**src/rtl/player_hit_ctl.sv**
```systemverilog
// Enemy-missile hit detection for the player: lives, post-hit invulnerability
// with sprite blinking, and game-over. One collision decision per frame tick.
module player_hit_ctl #(
  parameter int unsigned LIVES        = 3,
  parameter int unsigned PLAYER_W     = 64,
  parameter int unsigned PLAYER_H     = 48,
  parameter int unsigned MIS_W        = 4,
  parameter int unsigned MIS_H        = 12,
  parameter int unsigned INVUL_FRAMES = 120,
  parameter int unsigned BLINK_FRAMES = 8
) (
  input  logic        pclk,
  input  logic        rst,
  input  logic        vsync_in,
  input  logic [10:0] xpos_player,
  input  logic [10:0] ypos_player,
  input  logic [10:0] xpos_missile,
  input  logic [10:0] ypos_missile,
  input  logic        on_missile,
  input  logic        restart,
  output logic        hit,
  output logic        missile_clr,
  output logic [2:0]  lives,
  output logic        player_visible,
  output logic        game_over
);

  typedef enum logic [1:0] {
    ALIVE = 2'd0,
    HIT   = 2'd1,
    INVUL = 2'd2,
    DEAD  = 2'd3
  } state_t;

  localparam logic [2:0]  LIVES_INIT = 3'(LIVES);
  localparam logic [7:0]  INVUL_INIT = 8'(INVUL_FRAMES);
  localparam logic [7:0]  BLINK_MASK = 8'(BLINK_FRAMES - 1);
  localparam logic [11:0] PW = 12'(PLAYER_W);
  localparam logic [11:0] PH = 12'(PLAYER_H);
  localparam logic [11:0] MW = 12'(MIS_W);
  localparam logic [11:0] MH = 12'(MIS_H);

  state_t     state_q, state_d;
  logic [2:0] lives_q, lives_d;
  logic       hit_q, hit_d;
  logic       missile_clr_q, missile_clr_d;
  logic       player_visible_q, player_visible_d;
  logic       game_over_q, game_over_d;
  logic       vsync_q, vsync_d;
  logic [7:0] invul_cnt_q, invul_cnt_d;
  logic [7:0] blink_cnt_q, blink_cnt_d;

  logic        tick;
  logic        overlap;
  logic [11:0] xp, yp, xm, ym;
  logic [7:0]  blink_nxt;

  assign tick = vsync_in & ~vsync_q;

  // Zero-extend to 12 bits so the far edges cannot wrap; strict compares
  // make edge-touching boxes non-overlapping.
  assign xp = {1'b0, xpos_player};
  assign yp = {1'b0, ypos_player};
  assign xm = {1'b0, xpos_missile};
  assign ym = {1'b0, ypos_missile};
  assign overlap = (xm < xp + PW) && (xm + MW > xp) &&
                   (ym < yp + PH) && (ym + MH > yp);

  assign blink_nxt = blink_cnt_q + 8'd1;

  always_comb begin
    state_d          = state_q;
    lives_d          = lives_q;
    hit_d            = 1'b0;
    missile_clr_d    = 1'b0;
    player_visible_d = player_visible_q;
    game_over_d      = game_over_q;
    vsync_d          = vsync_in;
    invul_cnt_d      = invul_cnt_q;
    blink_cnt_d      = blink_cnt_q;

    unique case (state_q)
      ALIVE: begin
        player_visible_d = 1'b1;
        if (tick && on_missile && overlap) begin
          state_d       = HIT;
          hit_d         = 1'b1;
          missile_clr_d = 1'b1;
        end
      end
      HIT: begin
        if (lives_q <= 3'd1) begin
          state_d          = DEAD;
          lives_d          = '0;
          game_over_d      = 1'b1;
          player_visible_d = 1'b0;
        end else begin
          state_d          = INVUL;
          lives_d          = lives_q - 3'd1;
          invul_cnt_d      = INVUL_INIT;
          blink_cnt_d      = '0;
          player_visible_d = 1'b0;
        end
      end
      INVUL: begin
        if (tick) begin
          invul_cnt_d = invul_cnt_q - 8'd1;
          blink_cnt_d = blink_nxt;
          if ((blink_nxt & BLINK_MASK) == '0)
            player_visible_d = ~player_visible_q;
          if (invul_cnt_q <= 8'd1) begin
            state_d          = ALIVE;
            invul_cnt_d      = '0;
            blink_cnt_d      = '0;
            player_visible_d = 1'b1;
          end
        end
      end
      DEAD: begin
        lives_d          = '0;
        game_over_d      = 1'b1;
        player_visible_d = 1'b0;
      end
      default: state_d = ALIVE;
    endcase

    if (restart) begin
      state_d          = ALIVE;
      lives_d          = LIVES_INIT;
      hit_d            = 1'b0;
      missile_clr_d    = 1'b0;
      player_visible_d = 1'b1;
      game_over_d      = 1'b0;
      invul_cnt_d      = '0;
      blink_cnt_d      = '0;
    end
  end

  always_ff @(posedge pclk or posedge rst) begin
    if (rst) begin
      state_q          <= ALIVE;
      lives_q          <= LIVES_INIT;
      hit_q            <= 1'b0;
      missile_clr_q    <= 1'b0;
      player_visible_q <= 1'b1;
      game_over_q      <= 1'b0;
      vsync_q          <= 1'b0;
      invul_cnt_q      <= '0;
      blink_cnt_q      <= '0;
    end else begin
      state_q          <= state_d;
      lives_q          <= lives_d;
      hit_q            <= hit_d;
      missile_clr_q    <= missile_clr_d;
      player_visible_q <= player_visible_d;
      game_over_q      <= game_over_d;
      vsync_q          <= vsync_d;
      invul_cnt_q      <= invul_cnt_d;
      blink_cnt_q      <= blink_cnt_d;
    end
  end

  assign hit            = hit_q;
  assign missile_clr    = missile_clr_q;
  assign lives          = lives_q;
  assign player_visible = player_visible_q;
  assign game_over      = game_over_q;

endmodule

```
**config.mk**
```make
export PLATFORM = sky130hd
export DESIGN_NAME = player_hit_ctl
export DESIGN_NICKNAME = d
export VERILOG_FILES = /design/src/rtl/player_hit_ctl.sv
export SDC_FILE = /design/constraint.sdc
export NUM_CORES = 1
export LEC_CHECK = 0
export ABC_AREA = 1
export BUFFER_PORTS_ARGS = -buffer_cell sky130_fd_sc_hd__buf_2
export CELL_PAD_IN_SITES_DETAIL_PLACEMENT = 0
export CELL_PAD_IN_SITES_GLOBAL_PLACEMENT = 2
export CORE_MARGIN = 2
export CORE_UTILIZATION = 28
export DETAILED_ROUTE_END_ITERATION = 10
export PLACE_DENSITY_LB_ADDON = 0.1
export SYNTH_ARGS = -nofsm -noshare
export SYNTH_HDL_FRONTEND = slang
export SYNTH_SLANG_ARGS = --single-unit
```
**constraint.sdc**
```tcl
create_clock -name pclk -period 1.5 [get_ports pclk]
set_input_delay 0.3 -clock pclk [delete_from_list [all_inputs] [get_ports pclk]]
set_output_delay 0.3 -clock pclk [all_outputs]
set_load 0.1 [all_outputs]
```
==> results.ini <==
[placement]
postPlaceCellArea_um2=3978
portBuffers=55
pre_cts_ws_ns=-1.138
dp_hpwl_um=6221
place.gp.congestion=0.7887

[die]
io_pins=56
core_area_um2=9684
die_w_um=103.6
rows=36
die_area_um2=10730
floorplan.initialDensity_pct=28.67
die_h_um=103.6

[clock_tree]
path_clk_slew_ns=0.08
cts_tree=built
clock_latency_ns=0.26
numCtsBuffers=3
clockRootBuffer=clkbuf_8
cts_max_level=1
clk_path_buf_depth=2
clock_sinks=20

[synth]
syn_area_um2=2776
ys_async_sr_fraction_pct=100.0
yosysTopAreaCell=ha_1
synth.avg_cell_area_um2=6.889
synth_cells=403
synth_flop_cell=dfrtp_1
ys_ff_latch=20
synth_cell_types=37
synth_top_area_share_pct=23.88
yosys-top-cells-area=ha_1 24%, dfrtp_1 15%, nand2_1 12%
synth.most_common_cell=nand2_1
syn-num-nets=505
synth_edf_count=0
synthTopCellsByCount=86 x nand2_1, 69 x inv_1, 53 x ha_1
synth.yosys.seq_area_share_pct=18.16
yosysWarnings=0

[critical_path]
cp_num_buf_inv=2
endpoint=state_q[1]
r2r_slack_ns=-0.11
cp.depth=19
critPathMaxStageDelay_ns=0.30
r2r_end=state_q[1]
cp.arrival_ns=2.34
cp_slowest_cell=ha_1
cp.required_ns=1.66
cp_cell_sequence=buf_8 > ha_4 > nand3_4 > nor3b_4 > nand3_2 > xnor2_2 > ha_1 > inv_2 > nor2_4 > and2_1 > nand2_1 > nand3_2 > nand2_2 > nor2_2 > nand3_2 > nand2_2 > nand2_2 > nand2_1 > nand2_1
path_delay_family=simple AND/OR/NAND/NOR gates
r2r_cells=11
cp-start-kind=input port
r2r-start=invul_cnt_q[0]
crit_path_max_fanout=3
path_class=in -> reg
startpoint=xpos_missile[3]
crit_path_end_kind=flip-flop

[cells_and_area]
diodes=0
drive_above_1_share_pct=44.70
utilization_pct=46.12
fin_area_um2=4467
layout.area.seq_um2=515.5
area.growth.synth_to_final_pct=60.88
fill_cells=1004
nNetsFinal=660
multiInputGateArea_um2=2278

[global_routing]
grtUsageTotal_pct=14.20
first_global_vias=2956
grt_antenna_before_repair=0
grt_max_degree=12
overflow=0
grt_pass1_wl_um=12920

[timing]
finalClockSkew_ns=0.005157
setup_viol=13
slew_headroom_pct=67.99
clock.fmax_mhz=457.1
final_max_slew_viol_count=0
rsz0062_at_grt=yes
worst_slack_ns=-0.6877
finalHoldViolCount=0
worst_slew_pin_slew_ns=0.4835
layout_worst_path_cycle_share_pct=145.8
period_minus_slack_ns=2.188

[route]
drt_iter0_drc=55
vias=2939
wl_um=7419
routed_via_density=4.259
drt_pass1_iterations=4
wl_per_cell_um=10.75
drc=0
ant_nets=0

[outcome]
violations=negative setup slack
status=complete, but fails checks

[min_path]
worst_hold_path_type=in -> async

[pwr]
p_leak_nw=2.408
p_per_area_nw_per_um2=983.8
vdd_drop_max_uv=693.4

[flow_run]
drv_cap=0

cells by family after synthesis:
| kind of cell | after synthesis | share of synthesized area [%] |
|---|---|---|
| compound gates | 44 | 9.193 |
| xor+xnor | 21 | 6.625 |
| fa+ha+maj | 53 | 23.88 |
| buf+inv | 79 | 10.95 |
| flops | 20 | 18.16 |
| simple gates | 186 | 31.19 |
layout make-up:
class | instances | area share, %
well taps | 133 | 3.726
clock buffers | 4 | 1.232
repair buffers | 152 | 25.35
multi-input cells | 304 | 51.01
inverters | 77 | 7.143
flip-flops and latches | 20 | 11.54
placed cells by master, fill, tap and decap left out, types with 4 or more instances in the layout:
cell type,n
xnor2_1,8
nand2_2,13
nor2_2,11
nand2_1,77
buf_12,4
dfrtp_1,14
ha_1,46
nand3_1,15
xor2_1,12
o21ai_1,8
nor2_4,6
nand3_2,12
buf_2,46
nor2_1,34
o21ai_0,4
inv_1,60
inv_2,13
ha_4,7
buf_4,89
clkbuf_8,4
buf_6,9
a21oi_1,14
registers in the layout (all words and copies together) (netlist names):
signal and count:
game_over 1, lives 3, vsync_q 1, missile_clr 1
state_q 2, player_visible 1, blink_cnt_q 3, invul_cnt_q 8
metrics by stage:
step | cells | total power (W) | setup TNS (ns) | hold WS, ns
finish | 690 | 0.004394 | -2.524 | 0.01163
global route | 690 | 0.004763 | -4.041 | 0.03917
CTS | 686 | 0.004216 | -2.468 | 0.02089
detailed placement | 673 | 0.003361 | -4.355 | 0.3097
global placement | 673 | 0.003350 | -4.315 | 0.3016
floorplan | 403 | 0.002340 | -3.178 | 0.2615
how the worst min path moves through the flow:
stage	end	cells after the start	slack [ns]
after floorplan	blink_cnt_q[0]	1	0.26
final	game_over	2	0.01
after detailed placement	vsync_q	2	0.31
after global routing	vsync_q	2	0.04
after global placement	vsync_q	2	0.30
after CTS	vsync_q	2	0.02
power breakdown:
group	switching [W]	internal, W	leakage (nW)
Sequential	0.000138	0.000731	0.250
Combinational	0.00167	0.00143	2.13
Clock	0.000194	0.000234	0.0288
repair_timing:
item / 4_1_cts / 5_1_grt
gates resized for setup: 48 / 41
pin swaps: 29 / 27
buffers inserted: 9 / 6
endpoints found under the setup margin: 15 / 19
hold buffers: 0 / 0
layer usage:
| layer | GRT usage (%) | part of all wire (%) | vias up |
|---|---|---|---|
| met2 | 25.54 | 49 | 39 |
| met3 | 0.6923 | 1.7 | 6 |
| met5 | 0 | 0 | - |
| met1 | 18.48 | 48 | 1300 |
| met4 | 3.958 | 1.1 | 0 |
| li1 | - | - | 1594 |
Note: power is estimated with default switching activity, not from simulation.
